<file path="config.mk">
export PLATFORM = sky130hd
export DESIGN_NAME = fp_wb_arbiter
export DESIGN_NICKNAME = d
export VERILOG_FILES = /design/src/rtl/fp_wb_pkg.sv /design/src/rtl/fp_wb_fifo.sv /design/src/rtl/fp_wb_arbiter.sv
export SDC_FILE = /design/constraint.sdc
export NUM_CORES = 1
export LEC_CHECK = 0
export ABC_AREA = 1
export CORE_MARGIN = 10
export CORE_UTILIZATION = 56
export CTS_BUF_LIST = sky130_fd_sc_hd__clkbuf_4 sky130_fd_sc_hd__clkbuf_8 sky130_fd_sc_hd__clkbuf_16
export DETAILED_ROUTE_END_ITERATION = 16
export HOLD_SLACK_MARGIN = 0.08
export PLACE_DENSITY_LB_ADDON = 0.2
export SLEW_MARGIN = 20
export SYNTH_ARGS = -nofsm -noshare
export SYNTH_HDL_FRONTEND = slang
export SYNTH_SLANG_ARGS = --single-unit
</file>
<file path="constraint.sdc">
create_clock -name clk -period 3.5 [get_ports clk]
set_clock_uncertainty 0.2 [all_clocks]
set_input_delay 0.525 -clock clk [delete_from_list [all_inputs] [get_ports clk]]
set_output_delay 0.525 -clock clk [all_outputs]
set_load 0.01 [all_outputs]
</file>
<file path="src/rtl/fp_wb_pkg.sv">
// Shared types and defaults for the FP writeback arbiter: result entry layout
// and the round-robin index helper.
package fp_wb_pkg;

   localparam int unsigned NUM_SRC_DEF    = 3;
   localparam int unsigned FIFO_DEPTH_DEF = 2;
   localparam int unsigned DATA_W_DEF     = 16;
   localparam int unsigned RD_W           = 5;
   localparam int unsigned NUM_FPR        = 32;

   typedef logic [RD_W-1:0] fpr_idx_t;

   typedef struct packed {
      fpr_idx_t              rd;
      logic [DATA_W_DEF-1:0] data;
   } fp_wb_entry_t;

   // (base + off) mod n, for base < n and off <= n
   function automatic int unsigned wrap_idx(input int unsigned base,
                                            input int unsigned off,
                                            input int unsigned n);
      int unsigned sum;
      sum = base + off;
      return (sum >= n) ? (sum - n) : sum;
   endfunction

endpackage

</file>
<file path="src/rtl/fp_wb_fifo.sv">
// Per-source result buffer: small circular FIFO whose head is visible
// combinationally so the arbiter can grant and pop in the same cycle.
module fp_wb_fifo
   import fp_wb_pkg::*;
#(
   parameter int unsigned DEPTH = FIFO_DEPTH_DEF,
   parameter type         entry_t = fp_wb_entry_t
) (
   input  logic   clk,
   input  logic   rst_n,
   input  logic   push,
   input  entry_t push_data,
   input  logic   pop,
   output entry_t head,
   output logic   empty,
   output logic   full
);

   localparam int unsigned PTR_W = (DEPTH > 1) ? $clog2(DEPTH) : 1;
   localparam int unsigned CNT_W = $clog2(DEPTH + 1);
   localparam logic [PTR_W-1:0] LAST_PTR = PTR_W'(DEPTH - 1);
   localparam logic [CNT_W-1:0] FULL_CNT = CNT_W'(DEPTH);

   entry_t           mem_q [DEPTH];
   entry_t           mem_d [DEPTH];
   logic [PTR_W-1:0] rd_ptr_q, rd_ptr_d;
   logic [PTR_W-1:0] wr_ptr_q, wr_ptr_d;
   logic [CNT_W-1:0] cnt_q, cnt_d;
   logic             do_push, do_pop;

   assign empty   = (cnt_q == '0);
   assign full    = (cnt_q == FULL_CNT);
   // full is judged on pre-pop occupancy, so a push never rides on a same-cycle pop
   assign do_push = push && !full;
   assign do_pop  = pop && !empty;
   assign head    = mem_q[rd_ptr_q];

   always_comb begin
      mem_d    = mem_q;
      rd_ptr_d = rd_ptr_q;
      wr_ptr_d = wr_ptr_q;
      cnt_d    = cnt_q;
      if (do_push) begin
         mem_d[wr_ptr_q] = push_data;
         wr_ptr_d = (wr_ptr_q == LAST_PTR) ? '0 : wr_ptr_q + PTR_W'(1);
      end
      if (do_pop) begin
         rd_ptr_d = (rd_ptr_q == LAST_PTR) ? '0 : rd_ptr_q + PTR_W'(1);
      end
      case ({do_push, do_pop})
         2'b10:   cnt_d = cnt_q + CNT_W'(1);
         2'b01:   cnt_d = cnt_q - CNT_W'(1);
         default: cnt_d = cnt_q;
      endcase
   end

   always_ff @(posedge clk or negedge rst_n) begin
      if (!rst_n) begin
         for (int i = 0; i < int'(DEPTH); i++) begin
            mem_q[i] <= '0;
         end
         rd_ptr_q <= '0;
         wr_ptr_q <= '0;
         cnt_q    <= '0;
      end else begin
         mem_q    <= mem_d;
         rd_ptr_q <= rd_ptr_d;
         wr_ptr_q <= wr_ptr_d;
         cnt_q    <= cnt_d;
      end
   end

endmodule

</file>
<file path="src/rtl/fp_wb_arbiter.sv">
// FP register-file writeback arbiter: buffers results from several units,
// grants up to two heads per cycle round-robin, and keeps a pending-write scoreboard.
module fp_wb_arbiter
   import fp_wb_pkg::*;
#(
   parameter int unsigned DATA_W     = DATA_W_DEF,
   parameter int unsigned NUM_SRC    = NUM_SRC_DEF,
   parameter int unsigned FIFO_DEPTH = FIFO_DEPTH_DEF
) (
   input  logic                            clk,
   input  logic                            rst_n,
   input  logic [NUM_SRC-1:0]              src_valid,
   output logic [NUM_SRC-1:0]              src_ready,
   input  logic [NUM_SRC-1:0][RD_W-1:0]    src_rd,
   input  logic [NUM_SRC-1:0][DATA_W-1:0]  src_data,
   input  logic                            issue_valid,
   input  logic [RD_W-1:0]                 issue_rd,
   output logic [NUM_FPR-1:0]              busy,
   output logic                            we0,
   output logic [RD_W-1:0]                 waddr0,
   output logic [DATA_W-1:0]               wdata0,
   output logic                            we1,
   output logic [RD_W-1:0]                 waddr1,
   output logic [DATA_W-1:0]               wdata1,
   output logic                            wb_idle
);

   localparam int unsigned SRC_W = (NUM_SRC > 1) ? $clog2(NUM_SRC) : 1;

   typedef struct packed {
      fpr_idx_t          rd;
      logic [DATA_W-1:0] data;
   } entry_t;

   entry_t             push_ent [NUM_SRC];
   entry_t             head     [NUM_SRC];
   logic [NUM_SRC-1:0] empty, full, grant;

   for (genvar g = 0; g < int'(NUM_SRC); g++) begin : g_src
      assign push_ent[g] = '{rd: src_rd[g], data: src_data[g]};

      fp_wb_fifo #(
         .DEPTH   (FIFO_DEPTH),
         .entry_t (entry_t)
      ) u_fifo (
         .clk       (clk),
         .rst_n     (rst_n),
         .push      (src_valid[g]),
         .push_data (push_ent[g]),
         .pop       (grant[g]),
         .head      (head[g]),
         .empty     (empty[g]),
         .full      (full[g])
      );
   end

   assign src_ready = ~full;

   logic [SRC_W-1:0]   rr_ptr_q, rr_ptr_d;
   logic               we0_q, we0_d, we1_q, we1_d;
   fpr_idx_t           waddr0_q, waddr0_d, waddr1_q, waddr1_d;
   logic [DATA_W-1:0]  wdata0_q, wdata0_d, wdata1_q, wdata1_d;
   logic [NUM_FPR-1:0] busy_q, busy_d;

   logic [SRC_W-1:0]   idx, last_src;
   logic [1:0]         n_grant;
   fpr_idx_t           first_rd;

   // Grant scan: a second head targeting the same rd as port 0 waits its turn.
   always_comb begin
      grant    = '0;
      idx      = '0;
      last_src = rr_ptr_q;
      n_grant  = '0;
      first_rd = '0;
      we0_d    = 1'b0;
      we1_d    = 1'b0;
      waddr0_d = waddr0_q;
      wdata0_d = wdata0_q;
      waddr1_d = waddr1_q;
      wdata1_d = wdata1_q;
      rr_ptr_d = rr_ptr_q;
      for (int unsigned k = 0; k < NUM_SRC; k++) begin
         idx = SRC_W'(wrap_idx(int'(rr_ptr_q), k, NUM_SRC));
         if (!empty[idx] && n_grant < 2'd2) begin
            if (n_grant == 2'd0) begin
               grant[idx] = 1'b1;
               we0_d      = 1'b1;
               waddr0_d   = head[idx].rd;
               wdata0_d   = head[idx].data;
               first_rd   = head[idx].rd;
               last_src   = idx;
               n_grant    = 2'd1;
            end else if (head[idx].rd != first_rd) begin
               grant[idx] = 1'b1;
               we1_d      = 1'b1;
               waddr1_d   = head[idx].rd;
               wdata1_d   = head[idx].data;
               last_src   = idx;
               n_grant    = 2'd2;
            end
         end
      end
      if (n_grant != 2'd0) begin
         rr_ptr_d = SRC_W'(wrap_idx(int'(last_src), 1, NUM_SRC));
      end
   end

   // Clears come from the registered write ports; an issue to the same register wins.
   always_comb begin
      busy_d = busy_q;
      if (we0_q) busy_d[waddr0_q] = 1'b0;
      if (we1_q) busy_d[waddr1_q] = 1'b0;
      if (issue_valid) busy_d[issue_rd] = 1'b1;
   end

   always_ff @(posedge clk or negedge rst_n) begin
      if (!rst_n) begin
         rr_ptr_q <= '0;
         we0_q    <= 1'b0;
         we1_q    <= 1'b0;
         waddr0_q <= '0;
         waddr1_q <= '0;
         wdata0_q <= '0;
         wdata1_q <= '0;
         busy_q   <= '0;
      end else begin
         rr_ptr_q <= rr_ptr_d;
         we0_q    <= we0_d;
         we1_q    <= we1_d;
         waddr0_q <= waddr0_d;
         waddr1_q <= waddr1_d;
         wdata0_q <= wdata0_d;
         wdata1_q <= wdata1_d;
         busy_q   <= busy_d;
      end
   end

   assign busy    = busy_q;
   assign we0     = we0_q;
   assign waddr0  = waddr0_q;
   assign wdata0  = wdata0_q;
   assign we1     = we1_q;
   assign waddr1  = waddr1_q;
   assign wdata1  = wdata1_q;
   assign wb_idle = (&empty) && !we0_q && !we1_q;

endmodule
</file>
Yosys cells after proc, flatten, opt, wreduce, memory -nomap -nowiden
Cells that the tools add are included.
{"block": "op_classes", "n_addsub": 19, "multipliers": 0, "div": 0, "magnitude_cmp": 30, "n_eq_ne": 11, "shift": 0, "mux": 118, "bitwise": 17, "n_reduce_logical": 39}
{"cell": "21-bit two-way mux", "n": 18}
{"cell": "16-bit two-way mux", "n": 11}
{"cell": "21-bit binary-select mux with 2-bit select", "n": 3}
{"cell": "42-bit bitwise mux", "n": 3}
{"cell": "32-bit two-way mux", "n": 3}
{"cell": "5-bit two-way mux", "n": 14}
{"cell": "32-bit bitwise AND", "n": 2}
{"cell": "32-bit inverter", "n": 2}
{"cell": "21-bit demux with 1-bit select", "n": 3}
{"cell": "2-bit two-way mux", "n": 17}
{"cell": "32-bit bitwise OR", "n": 1}
{"cell": "1-bit two-way mux", "n": 27}
{"cell": "3-bit two-way mux", "n": 7}
{"cell": "1-bit logical AND", "n": 19}
{"cell": "5-bit by 6-bit < comparator with 1-bit output, second input constant", "n": 3}
{"cell": "1-bit demux with 5-bit select", "n": 3}
{"cell": "5-bit by 1-bit >= comparator with 1-bit output, second input constant", "n": 3}
{"cell": "2-bit >= comparator, second input constant", "n": 7}
{"cell": "2-bit equality test, second input constant", "n": 6}
{"cell": "1-bit inverter with 2-bit output", "n": 6}
{"cell": "2-bit one-hot mux with 2 select lines", "n": 3}
{"cell": "1-bit logical NOT", "n": 10}
{"cell": "2-bit logical NOT", "n": 5}
{"cell": "5-bit inequality test", "n": 2}
{"cell": "other kinds (20)", "n": 56}
{"block": "word_totals", "reg_bits": 216, "latch_bits": 0, "ramBits": 0, "mem_bits_ro": 0, "input_bits": 74, "output_inout_bits": 80, "word_cells": 263, "memories": 0}

Depth between registers and ports, before layout
Gate-level depths: netlist of run 1.
{"block": "depth", "depth_word": 19, "mapped_depth": 25, "ltp_nobuf": 24}

Modules after synthesis
A second synthesis of run 1 with hierarchy kept.
{"block": "hier_totals", "cells_unflattened": 1757, "area_unflattened_um2": 13082.5}
{"module": "fp_wb_fifo", "instances": 3, "cells_each": 284, "area_per_inst_um2": 2397.3, "seq_area_each_um2": 1151.1}
{"module": "fp_wb_arbiter", "instances": 1, "cells_each": 905, "area_per_inst_um2": 5890.6, "seq_area_each_um2": 1951.9}

Worst setup path after synthesis of run 1
Ideal clock, no wire load.
{"block": "synth_timing", "path_type": "register to register", "startpoint": "register rr_ptr_q[0]", "endpoint": "register g_src[2].u_fifo.cnt_q[1]", "setup_ns": 0.131, "arrival_time_ns": 2.864, "required_time_ns": 3.169, "setup_slack_ns": 0.305, "path_stages_with_launch": 24, "n_path_buf": 1, "period_less_slack_ns": 3.195, "path_cell_list": "dfrtp_1 > inv_1 > ha_1 > buf_4 > inv_4 > nand2_4 > nor2_2 > a21oi_4 > nand2_2 > inv_2 > nand2_1 > nand2_1 > nand2_1 > nand2_1 > nor2_1 > nand3_1 > nand3_1 > nand2_1 > nand2_1 > inv_1 > ha_1 > a21oi_1 > o21ai_0 > xor2_1"}
{"block": "synth_via", "elab_chain_len": 18, "elab_cells_between_ends": 75, "classes_between": "add/sub (5); order compare (11); eq/ne (4); mux (39); bitwise (5); reduce/logical (11)"}
{"item": "start, declared", "line": "fp_wb_arbiter.sv:59", "rtl": "logic [SRC_W-1:0] rr_ptr_q, rr_ptr_d;"}
{"item": "start signal, assigned", "line": "fp_wb_arbiter.sv:128", "rtl": "rr_ptr_q <= rr_ptr_d;"}
{"item": "2-bit by 1-bit adder with 3-bit output (tied with other cells)", "line": "fp_wb_pkg.sv:23", "rtl": "sum = base + off;"}
{"item": "3-bit by 2-bit >= comparator with 1-bit output (tied with other cells)", "line": "fp_wb_pkg.sv:24", "rtl": "return (sum >= n) ? (sum - n) : sum;"}
{"item": "2-bit two-way mux (tied with other cells)", "line": "fp_wb_pkg.sv:24"}
{"item": "2-bit by 3-bit < comparator with 1-bit output (implied by the code) (tied with other cells)", "line": "fp_wb_arbiter.sv:87, fp_wb_arbiter.sv:95"}
{"item": "1-bit logical AND (implied by the code) (tied with other cells)", "line": "fp_wb_arbiter.sv:87, fp_wb_arbiter.sv:95"}
{"item": "1-bit two-way mux (implied by the code) (tied with other cells)", "line": "fp_wb_arbiter.sv:87, fp_wb_arbiter.sv:95"}
{"item": "1-bit demux with 2-bit select (tied with other cells)", "line": "fp_wb_arbiter.sv:87, fp_wb_arbiter.sv:95"}
{"item": "3-bit bitwise OR (no line) or 5-bit inequality test (tied branches)"}
{"item": "(+3 left out)"}
{"item": "3-bit bitwise OR (no line)"}
{"item": "3-bit two-way mux", "line": "fp_wb_arbiter.sv:94", "rtl": "end else if (head[idx].rd != first_rd) begin"}
{"item": "3-bit two-way mux", "line": "fp_wb_arbiter.sv:86", "rtl": "if (n_grant == 2'd0) begin"}
{"item": "3-bit two-way mux *", "line": "fp_wb_arbiter.sv:85", "rtl": "if (!empty[idx] && n_grant < 2'd2) begin"}
{"item": "1-bit logical AND *", "line": "fp_wb_fifo.sv:35", "rtl": "assign do_pop = pop && !empty;"}
{"item": "named net g_src[2].u_fifo.do_pop", "line": "fp_wb_fifo.sv:29", "rtl": "logic do_push, do_pop;"}
{"item": "2-bit by 1-bit equality test with 1-bit output or 2-bit equality test (tied branches)", "line": "fp_wb_fifo.sv:50", "rtl": "case ({do_push, do_pop})"}
{"item": "2-bit one-hot mux with 2 select lines or 2-bit nonzero test (tied branches)"}
{"item": "end signal, assigned", "line": "fp_wb_fifo.sv:69", "rtl": "cnt_q <= cnt_d;"}
{"item": "end, declared", "line": "fp_wb_fifo.sv:28", "rtl": "logic [CNT_W-1:0] cnt_q, cnt_d;"}
The timed path passes the listed nets; every way through them passes the cells marked *. The select of a mux whose other input is x is not followed.
A chain may end at the register's enable or synchronous reset.

Worst setup path after layout of run 1
{"block": "layout_timing", "startpoint": "register rr_ptr_q[0]", "endpoint": "register g_src[1].u_fifo.cnt_q[1]"}
{"block": "layout_via", "elab_chain_len": 18, "elab_cells_between_ends": 75, "classes_between": "add/sub (5); order compare (11); eq/ne (4); mux (39); bitwise (5); reduce/logical (11)"}
{"item": "2-bit by 1-bit adder with 3-bit output (tied with other cells)", "line": "fp_wb_pkg.sv:23"}
{"item": "3-bit by 2-bit >= comparator with 1-bit output (tied with other cells)", "line": "fp_wb_pkg.sv:24"}
{"item": "2-bit two-way mux (tied with other cells)", "line": "fp_wb_pkg.sv:24"}
{"item": "2-bit by 3-bit < comparator with 1-bit output (implied by the code) (tied with other cells)", "line": "fp_wb_arbiter.sv:87, fp_wb_arbiter.sv:95"}
{"item": "1-bit logical AND (implied by the code) (tied with other cells)", "line": "fp_wb_arbiter.sv:87, fp_wb_arbiter.sv:95"}
{"item": "1-bit two-way mux (implied by the code) (tied with other cells)", "line": "fp_wb_arbiter.sv:87, fp_wb_arbiter.sv:95"}
{"item": "1-bit demux with 2-bit select (tied with other cells)", "line": "fp_wb_arbiter.sv:87, fp_wb_arbiter.sv:95"}
{"item": "3-bit bitwise OR (no line) or 5-bit inequality test (tied branches)"}
{"item": "(+3 left out)"}
{"item": "3-bit bitwise OR (no line)"}
{"item": "3-bit two-way mux", "line": "fp_wb_arbiter.sv:94"}
{"item": "3-bit two-way mux", "line": "fp_wb_arbiter.sv:86"}
{"item": "3-bit two-way mux *", "line": "fp_wb_arbiter.sv:85"}
{"item": "1-bit logical AND *", "line": "fp_wb_fifo.sv:35"}
{"item": "named net g_src[1].u_fifo.do_pop", "line": "fp_wb_fifo.sv:29"}
{"item": "2-bit by 1-bit equality test with 1-bit output or 2-bit equality test (tied branches)", "line": "fp_wb_fifo.sv:50"}
{"item": "2-bit one-hot mux with 2 select lines or 2-bit nonzero test (tied branches)"}
{"item": "end signal, assigned", "line": "fp_wb_fifo.sv:69"}
{"item": "end, declared", "line": "fp_wb_fifo.sv:28"}
Marked as above.

==> results of run 1 <==
## per-layer routing
| metal | vias to the layer above | part of all wire |
|---|---|---|
| met4 | 0 | 0.034 |
| met2 | 446 | 0.48 |
| met5 | - | 0 |
| met1 | 5464 | 0.42 |
| li1 | 5498 | - |
| met3 | 94 | 0.070 |
## timing repair
action	in CTS	in global routing
pin swaps	2	9
gates cloned	0	0
hold endpoints to repair	72	0
buffers inserted	3	4
hold buffers	1	0
endpoints found under the setup margin	3	11
resized for setup	4	40
## worst register-to-register path, delay by kind of cell, from the launching register on
family,cells,cell delay (ns)
AO/OA/AOI/OAI,3,0.47
XOR/XNOR,1,0.13
adder cells (fa/ha/maj),2,0.52
buffers and inverters,3,0.32
flip-flops,1,0.46
AND/OR/NAND/NOR,12,1.13
## kinds of logic (layout without fill, tap and decap cells)
logic type,after synthesis,after routing,synth area share
AND/OR/NAND/NOR,692,692,0.243
XOR/XNOR,6,6,0.00448
AO/OA/AOI/OAI,411,411,0.196
flip-flops,216,216,0.461
adder cells (fa/ha/maj),8,8,0.00853
buffers and inverters,252,421,0.0871
## sequential cells by signal (all words and copies together), names as in the netlist, 2 cells and up
register               count
g_src.u_fifo.rd_ptr_q      3
busy                      32
rr_ptr_q                   2
g_src.u_fifo.wr_ptr_q      3
waddr0                     5
g_src.u_fifo.cnt_q         6
g_src.u_fifo.mem_q       126
wdata0                    16
wdata1                    16
waddr1                     5
## area by class of cell
| cell class | instances | area, um^2 | share of cell area |
|---|---|---|---|
| clock buffer | 33 | 699 | 0.0476 |
| clock inverter | 9 | 154 | 0.0105 |
| inverter | 172 | 658 | 0.0448 |
| multi-input combinational | 1117 | 5450 | 0.371 |
| sequential | 216 | 5410 | 0.368 |
| tap | 270 | 338 | 0.0230 |
| timing repair buffer | 207 | 2000 | 0.136 |
## layout by cell type (no fill, tap or decap), drive strengths merged, types with 2 or more instances in the layout
cell type / netlist / layout
nand3: 105 / 105
clkdlybuf4s50: 0 / 152
bufinv: 0 / 3
nand2: 523 / 523
nor2: 42 / 42
a21oi: 11 / 11
clkbuf: 50 / 34
o221ai: 8 / 8
clkinv: 0 / 4
a2bb2oi: 2 / 2
xnor2: 5 / 5
o32ai: 2 / 2
dfrtp: 216 / 216
o21a: 16 / 16
or2: 5 / 5
o211ai: 41 / 41
inv: 172 / 173
buf: 30 / 53
o21ai: 311 / 311
o22ai: 14 / 14
ha: 8 / 8
nor3: 17 / 17
a31oi: 2 / 2
## stage by stage
stage	hold WS (ns)	instances	cell area, um^2	utilization
after floorplan	0.0294	1585	11700	-
after global placement	0.264	1974	13600	0.667
final	0.282	2024	14700	0.720
after detailed placement	0.270	1974	13600	0.667
after CTS	0.285	2020	14500	0.711
after global routing	0.303	2024	14700	0.720
## how the worst max path moves through the flow
stage / slack (ns) / cells past startpoint / end
floorplan: 0.31 / 23 / g_src[2].u_fifo.cnt_q[1]$_DFFE_PN0P_
global placement: 0.04 / 19 / g_src[2].u_fifo.cnt_q[1]$_DFFE_PN0P_
detailed placement: -0.03 / 19 / g_src[0].u_fifo.cnt_q[1]$_DFFE_PN0P_
CTS: 0.02 / 25 / g_src[1].u_fifo.cnt_q[1]$_DFFE_PN0P_
global route: -0.03 / 21 / g_src[1].u_fifo.cnt_q[1]$_DFFE_PN0P_
finish: 0.16 / 21 / g_src[1].u_fifo.cnt_q[1]$_DFFE_PN0P_
==> summary.md, run 1 <==
| Metric | Value |
|---|---|
| Filler Cell Count | `1,695` |
| Req. time, crit path | `approximately 3.7 ns` |
| Gpl congestion | `around 0.93` |
| Yosys top cell area share | `0.461` |
| Post-synth EDFFs | `0` |
| Worst slew margin | `0.530` |
| Number of violations reported at the end of detailed-routing iteration 0 | `1,195` |
| Boundary pin count | `roughly 150` |
| Yosys warns | `0` |
| Mean Syn Cell Area | `between 7 and 8 um^2` |
| Origin of the worst setup path | `rr_ptr_q[0]$_DFFE_PN0P_` |
| Critical R2R Capture | `g_src[1].u_fifo.cnt_q[1]$_DFFE_PN0P_` |
| Aggregate global-route resource usage | `0.275` |
| Top cell types by occurrence after synthesis | `516 x sky130_fd_sc_hd__nand2_1, 302 x sky130_fd_sc_hd__o21ai_0, 216 x sky130_fd_sc_hd__dfrtp_1, 162 x sky130_fd_sc_hd__inv_1, 104 x sky130_fd_sc_hd__nand3_1` |
| Post-synthesis to final-layout area growth | `25.3%` |
| Worst-path clk slew | `0.07 ns` |
| Pin count of the biggest net entering global routing | `between 70 and 80` |
| First-pass GRT wire length | `60.2 mm` |
| X dimension of the die | `between 150 and 200 um` |
| Combined buffer and inverter count along the critical path | `3` |
| Die extent in y | `roughly 160 um` |
| Startpoint of the most critical register-to-register path | `rr_ptr_q[0]$_DFFE_PN0P_` |
| Share of the clock period used by the worst path | `0.953` |
| CTS sink cnt | `~220` |
| Max-slew violation count | `0` |
| Crit path launch type | `flip-flop` |
| Largest incremental delay on the critical path | `~0.46 ns` |
| Final WS setup | `roughly 0.16 ns` |
| Number of port buffers | `between 150 and 200` |
| Most frequent CP cell | `sky130_fd_sc_hd__nand2_1` |
| Path class of the lowest-slack min-delay path | `reg -> reg` |
| Post-Syn Nets | `1,667` |
| Largest area contributor in the netlist | `sky130_fd_sc_hd__dfrtp_1` |
| Register-to-Register Path Depth | `21` |
| Antenna violations before repair | `0` |
| Cell area after synthesis | `0.0117 mm^2` |
| Detailed Place HPWL | `about 27 mm` |
| Starting density of the core | `0.574` |
| Via count of the first global-routing pass | `between 10,000 and 15,000` |
| Diodes inserted | `0` |
| Synthesized instance count | `approximately 1,600` |
| Number of maximum-capacitance constraint violations | `0` |
| Worst hold path cell count | `2` |
| Part of the Yosys area used for sequential elements | `0.461` |
| Pre-CTS WS | `-0.0264 ns` |
| Met2 track demand over resource in global routing | `0.459` |
| Final Critical Period | `~3.3 ns` |
| Leftover overflow at the end of global routing | `0` |
| Final hold vios | `0` |
| Detailed Routing Iterations Pass 1 | `6` |
| Final wirelength | `37.9 mm` |
| Final-report setup violation count | `0` |
| Class of the most critical setup path | `reg -> reg` |
| Vias after detailed routing | `11,500` |
| Post-DRT Antenna Nets | `0` |
| CP max-delay cell | `sky130_fd_sc_hd__dfrtp_2` |
| WP data arrival | `about 3.6 ns` |
| R2R Setup Slk | `~0.16 ns` |
| Outcome | `complete, no violations` |
| Number of H-tree levels | `1` |
| Number of distinct standard cells referenced by the synthesized netlist | `39` |
| Number of cell rows | `52` |
| Worst Path Max Fanout | `8` |
| Ys async rst share | `1.00` |
| Nature of the critical path endpoint | `flip-flop` |
| Max Freq | `300 MHz` |
| TritonCTS clock tree | `built` |
| Peak-usage layer in the global routing report | `met2` |
| Final #Nets | `roughly 1,800` |
| Number of vias per cell after detailed routing | `between 5 and 6` |
| Die Outline Area | `0.0271 mm^2` |
| Layout cells sized above 1 | `0.0884` |
| Clock insertion delay at the later pin of the skew report | `around 0.55 ns` |
| Cell chain of the critical path | `inv_4 > ha_4 > buf_4 > nand2_1 > nand2_2 > a21oi_4 > nand3_2 > nand2_2 > nand2_1 > nand2_1 > nand2_2 > nor2_4 > nand3_4 > nand3_2 > nand2_1 > nand2_1 > inv_1 > ha_1 > a21oi_1 > o21ai_1 > xnor2_1` |
| Number of storage elements in the synthesis netlist | `between 200 and 250` |
| Total negative slack for setup checks | `0 ns` |
| Launch point of the worst hold path | `g_src[2].u_fifo.mem_q[38]$_DFFE_PN0P_` |
| Final routed wire length divided by cell count | `about 19 um` |
| CTS Root Cell | `sky130_fd_sc_hd__clkbuf_16` |
| Endpoint with the worst hold slack | `g_src[2].u_fifo.mem_q[38]$_DFFE_PN0P_` |
| DRC errors left | `0` |
| Top area cells in the synthesized netlist | `sky130_fd_sc_hd__dfrtp_1 46%, sky130_fd_sc_hd__nand2_1 17%, sky130_fd_sc_hd__o21ai_0 13%` |
| Predominant post-synthesis flop cell | `sky130_fd_sc_hd__dfrtp_1` |
| Cell class contributing the biggest share of worst-path delay | `simple AND/OR/NAND/NOR gates` |
| GR Util met1 | `0.359` |
| Buffer depth of the longest clock path | `3` |
| Core Region | `about 0.02 mm^2` |
| Global Route met3 Usage | `0.0426` |
| Leading cell type by number of instances after synthesis | `sky130_fd_sc_hd__nand2_1` |
| Number of clock buffers inserted by TritonCTS | `24` |
| Worst slew pin tran | `roughly 0.7 ns` |
Power of run 1 is not shown: default switching activity piles up to over one toggle a cycle in this logic, so the estimate is an artifact.
==> run 2: changes to the inputs <==
--- a/config.mk
+++ b/config.mk
@@ -6,6 +6,7 @@
 export NUM_CORES = 1
 export LEC_CHECK = 0
 export ABC_AREA = 1
+export CAP_MARGIN = 20
 export CORE_MARGIN = 10
 export CORE_UTILIZATION = 56
 export CTS_BUF_LIST = sky130_fd_sc_hd__clkbuf_4 sky130_fd_sc_hd__clkbuf_8 sky130_fd_sc_hd__clkbuf_16
==> results of run 2 <==
Same layout as run 1: the final DEF is identical, and so are final timing and power.
Power of run 2 is left out for the same reason.
